$ cat src/rtl/mem_arbiter.sv
// Arbitrates the shared 32x8 VeriRISC memory between the CPU datapath and a debug/loader port.
// Debug ownership is granted only at instruction boundaries (phase 7) or while the CPU is halted.
module mem_arbiter #(
    parameter int unsigned AWIDTH    = 5,
    parameter int unsigned DWIDTH    = 8,
    parameter int unsigned MAX_BURST = 4
) (
    input  logic              clk,
    input  logic              rst,
    input  logic [2:0]        phase,
    input  logic              cpu_halt,
    input  logic [AWIDTH-1:0] cpu_addr,
    input  logic              cpu_rd,
    input  logic              cpu_wr,
    input  logic [DWIDTH-1:0] cpu_wdata,
    input  logic              dbg_req,
    input  logic              dbg_we,
    input  logic [AWIDTH-1:0] dbg_addr,
    input  logic [DWIDTH-1:0] dbg_wdata,
    input  logic [DWIDTH-1:0] mem_rdata,
    output logic [AWIDTH-1:0] mem_addr,
    output logic              mem_rd,
    output logic              mem_wr,
    output logic [DWIDTH-1:0] mem_wdata,
    output logic              cpu_hold,
    output logic              dbg_ack,
    output logic [DWIDTH-1:0] dbg_rdata
);

    localparam int unsigned CntW = $clog2(MAX_BURST + 1);
    localparam logic [CntW-1:0] MaxCnt = CntW'(MAX_BURST);

    typedef enum logic [2:0] {
        CpuRun,
        DbgHold,
        DbgAccess,
        DbgDone,
        DbgAck
    } state_e;

    state_e              state_q, state_d;
    logic [CntW-1:0]     burst_q, burst_d;
    logic                we_q, we_d;
    logic [AWIDTH-1:0]   addr_q, addr_d;
    logic [DWIDTH-1:0]   wdata_q, wdata_d;
    logic                hold_q, hold_d;
    logic                ack_q, ack_d;
    logic [DWIDTH-1:0]   rdata_q, rdata_d;

    always_comb begin
        state_d = state_q;
        burst_d = burst_q;
        we_d    = we_q;
        addr_d  = addr_q;
        wdata_d = wdata_q;
        rdata_d = rdata_q;

        unique case (state_q)
            CpuRun: begin
                if (dbg_req && (phase == 3'd7 || cpu_halt)) begin
                    state_d = DbgHold;
                    burst_d = '0;
                end
            end
            DbgHold: begin
                // Once the burst budget is spent a running CPU gets the memory back.
                if (dbg_req && (burst_q < MaxCnt || cpu_halt)) begin
                    state_d = DbgAccess;
                    we_d    = dbg_we;
                    addr_d  = dbg_addr;
                    wdata_d = dbg_wdata;
                end else begin
                    state_d = CpuRun;
                end
            end
            DbgAccess: begin
                state_d = DbgDone;
                if (burst_q != MaxCnt) begin
                    burst_d = burst_q + CntW'(1);
                end
            end
            DbgDone: begin
                state_d = DbgAck;
                if (!we_q) begin
                    rdata_d = mem_rdata;
                end
            end
            DbgAck: begin
                state_d = DbgHold;
            end
            default: begin
                state_d = CpuRun;
            end
        endcase

        hold_d = (state_d != CpuRun);
        ack_d  = (state_d == DbgAck);
    end

    always_comb begin
        mem_addr  = addr_q;
        mem_wdata = wdata_q;
        mem_rd    = 1'b0;
        mem_wr    = 1'b0;
        unique case (state_q)
            CpuRun: begin
                mem_addr  = cpu_addr;
                mem_wdata = cpu_wdata;
                mem_rd    = cpu_rd;
                mem_wr    = cpu_wr;
            end
            DbgAccess: begin
                mem_rd = !we_q;
                mem_wr = we_q;
            end
            default: begin
            end
        endcase
    end

    always_ff @(posedge clk) begin
        if (rst) begin
            state_q <= CpuRun;
            burst_q <= '0;
            we_q    <= 1'b0;
            addr_q  <= '0;
            wdata_q <= '0;
            hold_q  <= 1'b0;
            ack_q   <= 1'b0;
            rdata_q <= '0;
        end else begin
            state_q <= state_d;
            burst_q <= burst_d;
            we_q    <= we_d;
            addr_q  <= addr_d;
            wdata_q <= wdata_d;
            hold_q  <= hold_d;
            ack_q   <= ack_d;
            rdata_q <= rdata_d;
        end
    end

    assign cpu_hold  = hold_q;
    assign dbg_ack   = ack_q;
    assign dbg_rdata = rdata_q;

endmodule

$ cat config.mk
export PLATFORM = sky130hd
export DESIGN_NAME = mem_arbiter
export DESIGN_NICKNAME = d
export VERILOG_FILES = /design/src/rtl/mem_arbiter.sv
export SDC_FILE = /design/constraint.sdc
export NUM_CORES = 1
export LEC_CHECK = 0
export CAP_MARGIN = 20
export CORE_MARGIN = 4
export CORE_UTILIZATION = 43
export CTS_CLUSTER_DIAMETER = 120
export DETAILED_ROUTE_END_ITERATION = 16
export GPL_ROUTABILITY_DRIVEN = 0
export PLACE_DENSITY = 0.84
export SYNTH_ARGS = -nofsm -noshare
export SYNTH_HDL_FRONTEND = slang
export SYNTH_SLANG_ARGS = --single-unit
$ cat constraint.sdc
create_clock -name clk -period 3.25 [get_ports clk]
set_clock_uncertainty 0.05 [all_clocks]
set_input_delay 0.65 -clock clk [delete_from_list [all_inputs] [get_ports clk]]
set_output_delay 0.65 -clock clk [all_outputs]
set_load 0.02 [all_outputs]
==> reports/metrics.yaml, run 1 <==
run_status:
  status: "complete, no violations"
logic_synthesis:
  syn_area_sq_mm: 0.001448
  ys_seq_area_frac: 0.4149
  yosysWarnings: 0
  syn_inst: 154
  avgSynthCellArea_sq_um: 9.400
  synthesis.nets: 200
  ys_ff_latch: 30
  synth.distinct_cells: 34
sta:
  period_minus_slack_ps: 2984
  finalSetupTns_ps: 0
  worst_pin_slew_ps: 592.4
  fin_crit_sh: 0.9182
  drv_slew: 0
  fmax_mhz: 335.1
  finalHoldViolCount: 0
  worst_hold_slack_ps: 429.4
  setup_slack_ps: 266.0
  final-setup-viol-count: 0
  rsz0062_at_grt: "no"
  relSlewSlack: 0.6051
clock_tree:
  numCtsBuffers: 5
  cts_max_level: 2
  cts_root_buf: "clkbuf_4"
  cts_tree: "yes"
  path_clk_slew_ps: 80
  clk_path_buf_depth: 2
  clock-sinks: 30
  insertion_delay_ps: 310
  postCtsHoldBufs: 0
layout:
  layout-drive-gt1-share: 0.05963
  stdcell_count: 262
  final_core_util: 0.7008
  num_antenna_cells: 0
  final_area_sq_mm: 0.002192
  nNetsFinal: 265
  fillCellCount: 244
  area_delta_synth_final_pct: 51.43
setup_path:
  worstPathRequired_ps: 2550
  crit_chain: "nor3_4, buf_4, mux2_1, clkdlybuf4s50_1"
  r2r_cells: 3
  crit_arrival_ps: 2280
  max_stage_delay_ps: 540
  r2r_slack_ps: 1480
  worst_path_max_delay_cell: "clkdlybuf4s50_1"
  cp.depth: 4
  reg2reg_from: "state_q[0]$_SDFF_PP0_"
  start_kind: "flip-flop"
  crit_type: "reg2out"
  path_delay_family: "buffers and inverters"
  crit_fanout: 13
  worst_setup_path_end_kind: "output pin"
  worstReg2RegEnd: "wdata_q[3]$_SDFFE_PP0P_"
  path_buf_inv: 2
global_routing:
  grt_max_degree: 21
  gr-usage-met2: 0.3492
  top_usage_layer: "met2"
  grt_use_total: 0.1888
  antenna_found_initial: 0
  grt_pass1_wl_um: 6327
  grt_util_met1: 0.2033
  grtUsageMet3: 0.04592
  overflow: 0
  grt_pass1_vias: 1437
detailed_routing:
  drtAntennaViolNets: 0
  viasPerCell: 5.382
  wirelength_um: 3904
  vias: 1410
  initialDrtViolationCount: 68
  drc: 0
  wl_per_cell_um: 14.90
  dr.pass1.iters: 4
die:
  die_w_um: 66.02
  ios: 69
  rows: 20
  die_h_um: 66.02
  core-area_sq_mm: 0.003128
  initial_core_util: 0.4628
  dieArea_sq_mm: 0.004359
placed_design:
  port-buffer-count: 68
  dp_cells: 256
  place_area_sq_mm: 0.002135
  pre_cts_ws_ps: 455.6
  dp_hpwl_um: 2942
power:
  vdd_drop_max_uv: 238.4
  total_power_mw: 0.7786
  leakagePower_nw: 0.7567
  powerDensity_mw_per_mm2: 355.2
min_path:
  hold_end: "wdata_q[2]$_SDFFE_PP0P_"
  min_path_type: "reg2reg"
  whs_path_depth: 2
  hp-start: "wdata_q[2]$_SDFFE_PP0P_"
run:
  cap_viol_max_count: 0
[power by group]
group / leakage, nW / switching [mW] / internal [mW]
Combinational: 0.484 / 0.0757 / 0.110
Sequential: 0.243 / 0.00910 / 0.376
Clock: 0.0302 / 0.111 / 0.0972
[cell usage in the layout (no fill, tap or decap), types with 2 or more instances in the layout]
cell type and instances:
a21oi_1 17, buf_4 2, clkbuf_4 5, clkdlybuf4s50_1 68
dfxtp_1 30, ha_1 2, inv_1 4, mux2_1 13
mux2i_1 10, nand2_1 2, nand2b_1 4, nand3_1 14
nor2_1 9, nor3_1 2, nor4_1 2, nor4bb_1 2
o21ai_0 12, o21ai_1 3
[layer usage]
layer	up-vias	share of wire
met2	61	0.51
met1	658	0.41
met5	-	0
met3	6	0.069
li1	685	-
met4	0	0.014
[cell type report]
class | instances | area, sq um | area share
inverters | 4 | 15.01 | 0.006849
clock buffers | 6 | 51.30 | 0.02340
repair buffers | 70 | 695.7 | 0.3174
well taps | 44 | 55.05 | 0.02511
multi-input cells | 108 | 774.5 | 0.3533
flip-flops and latches | 30 | 600.6 | 0.2740
[Yosys cell counts]
master	count	area, sq um
ha_1	2	25.02
nor3_2	1	10.01
o21ai_1	3	15.01
o21ai_0	12	60.06
clkbuf_1	5	18.77
or4_4	1	11.26
a211o_1	1	8.760
dfxtp_1	30	600.6
and4bb_1	1	12.51
inv_1	4	15.01
o41ai_1	1	8.760
and2b_1	1	7.510
a21oi_1	17	85.08
a41oi_2	1	16.27
o2bb2ai_1	1	8.760
nand3_1	14	70.07
mux2i_1	10	100.1
buf_2	3	15.01
nand4b_1	1	8.760
nand4bb_1	1	11.26
a31oi_1	1	6.260
mux2_1	13	146.4
nand2b_1	4	25.02
nor3b_2	1	12.51
and4b_1	1	10.01
buf_4	4	30.03
nor2_1	9	33.78
nor4_1	2	12.51
nand2_1	2	7.510
nor4bb_1	2	20.02
and4bb_2	1	12.51
nor3_1	2	10.01
nor2b_1	1	6.260
and2_1	1	6.260
[repair_timing]
item                                    in CTS  in global routing
gates resized for setup                      0                  1
buffers inserted                             0                  0
endpoints found under the setup margin       0                  5
[how the worst max path moves through the flow]
stage | from | endpoint | slack [ps]
5_1_grt | state_q[2]$_SDFF_PP0_ | mem_wdata[6] | 140
3_5_place_dp | state_q[2]$_SDFF_PP0_ | mem_addr[3] | 460
3_3_place_gp | state_q[2]$_SDFF_PP0_ | mem_wdata[6] | 530
4_1_cts | state_q[2]$_SDFF_PP0_ | mem_wdata[2] | 110
6_report | state_q[2]$_SDFF_PP0_ | mem_wdata[7] | 270
2_1_floorplan | state_q[1]$_SDFF_PP0_ | mem_addr[0] | 1250
[sequential cells by signal, summed over array words and instances (netlist names)]
name and cells:
addr_q 5, burst_q 3, cpu_hold 1, dbg_ack 1
dbg_rdata 8, state_q 3, wdata_q 8, we_q 1
[tightest hold or removal path: cells and delay by family (launching register included)]
kind / cells / cell delay (ps)
compound gates: 2 / 130
flops: 1 / 310
[cells by family (layout without fill, tap and decap cells)]
family                     count (synthesis)  after routing  share of synthesized area
muxes                                     23             23                     0.1703
DFF                                       30             30                     0.4149
adders and majority gates                  2              2                    0.01728
buffers and inverters                     16             80                    0.05445
and+or+nand+nor                           46             46                     0.1988
AOI/OAI and AO/OA                         37             37                     0.1443
No activity file was read; power rests on OpenSTA's default activity.
==> run 2: changes to the inputs <==
CORE_UTILIZATION = 51   (was 43)
DONT_BUFFER_PORTS = 1   (was not set)
PLACE_DENSITY = 0.66   (was 0.84)
==> run 2 against run 1 <==
Cell area decreased by 31%. Clock power increased by 44%. Critical path type unchanged. Utilization decreased by 15 points. Global-route usage decreased by 1.0 points. Wire length decreased by 19%. Total power decreased by 0.86%. Sequential power about the same.
==> reports/metrics.yaml, run 2 (synthesis gave the netlist of run 1 again) <==
run_status:
  status: "complete, no violations"
clock_tree:
  post-cts-setup-buffers: 0
  cts_max_level: 2
  clock-sinks: 30
  postCtsHoldBufs: 0
  numCtsBuffers: 5
  path_clk_slew_ps: 90
  insertion_delay_ps: 320
  cts_tree: "yes"
  cts_resized: 0
  clk_path_buf_depth: 2
  cts_root_buf: "clkbuf_4"
setup_path:
  crit_arrival_ps: 1670
  worst_setup_path_end_kind: "output pin"
  crit_type: "reg2out"
  crit_fanout: 13
  worstPathRequired_ps: 2550
  start_kind: "flip-flop"
power:
  powerDensity_mw_per_mm2: 510.8
  vdd_drop_max_uv: 361.5
  total_power_mw: 0.7720
  leakagePower_nw: 0.5031
detailed_routing:
  viasPerCell: 6.287
  drtAntennaViolNets: 0
  drc: 0
  wirelength_um: 3172
  wl_per_cell_um: 17.52
  dr.pass1.iters: 4
  initialDrtViolationCount: 47
  vias: 1138
die:
  ios: 69
  initial_core_util: 0.5295
  die_w_um: 61.28
  die_h_um: 61.28
  rows: 19
  dieArea_sq_mm: 0.003755
  core-area_sq_mm: 0.002734
global_routing:
  grt_use_total: 0.1786
  overflow: 0
  grt_max_degree: 31
  antenna_found_initial: 0
  grt_pass1_wl_um: 4733
  grt_pass1_vias: 1058
sta:
  final-setup-viol-count: 0
  period_minus_slack_ps: 2369
  finalSetupTns_ps: 0
  finalHoldViolCount: 0
  drv_slew: 0
  worst_pin_slew_ps: 688.7
  fmax_mhz: 422.2
  rsz0062_at_grt: "no"
  fin_crit_sh: 0.7288
  relSlewSlack: 0.5373
placed_design:
  dp_hpwl_um: 2277
  port-buffer-count: 0
layout:
  layout-drive-gt1-share: 0.08667
  final_common_cell: "dfxtp_1"
  area_delta_synth_final_pct: 4.408
  nNetsFinal: 196
  layout_common_cells: "dfxtp_1, a21oi_1, nand3_1, mux2_1, o21ai_0"
  num_antenna_cells: 0
min_path:
  min_path_type: "in2reg"
run:
  cap_viol_max_count: 0
[run 2: cell types whose count changed in the layout (fill, tap and decap cells not counted), sizes merged]
cell	change
buf	-1
clkdlybuf4s50	-68
bufinv	+1
[run 2: report_power, final]
group          total, mW  internal [mW]  switching (mW)
Clock              0.300          0.179           0.121
Sequential         0.387          0.376          0.0110
Combinational     0.0851         0.0311          0.0540
Total              0.772          0.586           0.186
[run 2: through the flow]
stage | area [sq um] | instances | hold WS [ps] | worst slack [ps] | util
after detailed placement | 1430 | 174 | 415.9 | 1239 | 0.5231
after CTS | 1511 | 181 | 319.9 | 874.1 | 0.5529
after global placement | 1430 | 174 | 400.9 | 1283 | 0.5231
after global routing | 1511 | 181 | 301.6 | 778.7 | 0.5529
final | 1511 | 181 | 333.7 | 881.3 | 0.5529
after floorplan | 1448 | 154 | 399.4 | 1251 | -
[run 2: path summary, 6_finish.rpt]
kind	start	slack, ps	to	depth (start not counted)
min reg2reg	wdata_q[1]$_SDFFE_PP0P_	420	wdata_q[1]$_SDFFE_PP0P_	2
max	state_q[2]$_SDFF_PP0_	880	mem_addr[4]	3
max reg2reg	state_q[0]$_SDFF_PP0_	1500	wdata_q[5]$_SDFFE_PP0P_	3
min	rst	330	dbg_rdata[2]$_SDFFE_PP0P_	1
[run 2: area by class of cell]
type	instances	area, sq um
clock buffers	6	51.30
clock inverters	1	30.03
flip-flops and latches	30	600.6
well taps	31	38.79
repair buffers	1	7.507
fillers	238	1222
multi-input cells	108	768.2
inverters	4	15.01
[run 2: critical path: stages (launching register included)]
cell and delay [ps]:
dfxtp_1 450, nor3_2 220, buf_4 230, mux2_1 440
[run 2: layer usage]
layer  vias to the layer above  global-route usage  routed length (um)
li1                        547                   -                   -
met1                       525              0.1959                1108
met2                        59              0.2764                1617
met3                         7              0.1048                 392
met4                         0             0.08359                  54
met5                         -                   0                   0
==> run 3: changes to the inputs <==
PLACE_DENSITY = 0.69   (was 0.66)
clock period = 1.95 ns   (was 3.25 ns; I/O delays follow)
==> run 3 against run 2 <==
Die area is the same. Register-to-register slack lost 1200 ps. Combinational power grew 96%. Cell area grew 2.1%. Via count is essentially flat. Count of clock-buffer cells in the layout is the same. Critical path type unchanged. Largest cell class unchanged.
==> reports/metrics.yaml, run 3 (synthesis gave the netlist of run 1 again) <==
power:
  vdd_drop_max_uv: 609.5
  powerDensity_mw_per_mm2: 773.9
  pwr-share-comb: 0.140
  power_frac_seq: 0.535
  power.internal_mw: 0.8703
  total_power_mw: 1.194
  leakagePower_nw: 0.5235
  p_sw_frac: 0.2710
  switchingPower_mw: 0.3236
  clkPwrFrac: 0.325
sta:
  period_minus_slack_ps: 1888
  fmax_mhz: 529.6
  rsz0062_at_grt: "yes"
  fin_crit_sh: 0.9684
  worst_pin_slew_ps: 519.3
  drv_slew: 0
  finalSetupTns_ps: 0
  worst_hold_slack_ps: 76.81
  final-setup-viol-count: 0
  setup_slack_ps: 61.65
  relSlewSlack: 0.6506
  finalHoldViolCount: 0
setup_path:
  worst_setup_path_end_kind: "output pin"
  worstPathRequired_ps: 1510
  crit_arrival_ps: 1450
  crit_fanout: 13
  start_kind: "flip-flop"
  crit_type: "reg2out"
die:
  ios: 69
  initial_core_util: 0.5295
  die_h_um: 61.28
  die_w_um: 61.28
  rows: 19
  dieArea_sq_mm: 0.003755
  core-area_sq_mm: 0.002734
detailed_routing:
  drtAntennaViolNets: 0
  dr.pass1.iters: 4
  vias: 1139
  initialDrtViolationCount: 46
  wl_per_cell_um: 17.21
  drc: 0
  viasPerCell: 6.059
  wirelength_um: 3236
clock_tree:
  insertion_delay_ps: 330
  cts_root_buf: "clkbuf_4"
  clock-sinks: 30
  numCtsBuffers: 5
  cts_max_level: 2
  cts_tree: "yes"
  clk_path_buf_depth: 2
  path_clk_slew_ps: 100
  postCtsHoldBufs: 0
global_routing:
  grt_pass1_vias: 1083
  grt_use_total: 0.1773
  overflow: 0
  grt_max_degree: 31
  grt_pass1_wl_um: 4871
  antenna_found_initial: 0
layout:
  final_area_sq_mm: 0.001543
  stdcell_count: 188
  nNetsFinal: 202
  fillCellCount: 263
  area_delta_synth_final_pct: 6.569
  layout-drive-gt1-share: 0.2102
  num_antenna_cells: 0
  layout_common_cells: "dfxtp_1, a21oi_1, nand3_1, mux2_2, o21ai_0"
  final_core_util: 0.5643
  final_common_cell: "dfxtp_1"
placed_design:
  dp_cells: 180
  place_area_sq_mm: 0.001475
  pre_cts_ws_ps: 310.5
  port-buffer-count: 0
  dp_hpwl_um: 2398
min_path:
  min_path_type: "in2reg"
run:
  cap_viol_max_count: 0
run_status:
  status: "complete, no violations"
run 3: cell count changes in the layout (fill, tap and decap cells not counted), sizes merged:
cell	delta
buf	+6
clkinvlp	+1
bufinv	-1
clkinv	+1
run 3: timing repair:
item                       in CTS  in global routing
setup buffers                   0                  0
gates resized for setup         5                  9
pin swaps                       0                  0
setup endpoints to repair       9                 13
run 3: cell type report:
| type | count | area [sq um] | area share |
|---|---|---|---|
| multi-input combinational | 108 | 768.2 | 0.4980 |
| sequential | 30 | 600.6 | 0.3893 |
| timing repair buffer | 7 | 56.30 | 0.03650 |
| clock buffer | 6 | 51.30 | 0.03325 |
| tap | 31 | 38.79 | 0.02514 |
| inverter | 4 | 15.01 | 0.009732 |
| clock inverter | 2 | 12.51 | 0.008110 |
run 3: routing by layer:
metal	share of wire	up-vias	GRT usage
li1	-	558	-
met1	0.41	528	0.1962
met2	0.48	48	0.3097
met3	0.096	5	0.07128
met4	0.012	0	0.05573
met5	0	-	0
run 3: path summary, 6_finish.rpt:
check             slack (ps)                       to  cells after the start               startpoint
setup / recovery          60             mem_wdata[6]                      3    state_q[2]$_SDFF_PP0_
hold / removal            80  wdata_q[4]$_SDFFE_PP0P_                      1                      rst
hold reg to reg          420  wdata_q[4]$_SDFFE_PP0P_                      2  wdata_q[4]$_SDFFE_PP0P_
setup reg to reg         330   addr_q[2]$_SDFFE_PP0P_                      4    state_q[1]$_SDFF_PP0_
run 3: power by group through the flow:
| stage | Sequential, mW | Combinational [mW] | Clock (mW) |
|---|---|---|---|
| after global routing | 0.641 | 0.181 | 0.429 |
| after detailed placement | 0.653 | 0.158 | 0 |
| final | 0.639 | 0.167 | 0.388 |
| after CTS | 0.639 | 0.162 | 0.402 |
| after global placement | 0.652 | 0.155 | 0 |
| after floorplan | 0.651 | 0.143 | 0 |
run 3: worst max-delay path, stage by stage (launching register included):
cell and delay, ps:
dfxtp_1 330, nor3_2 190, buf_6 190, mux2_2 410
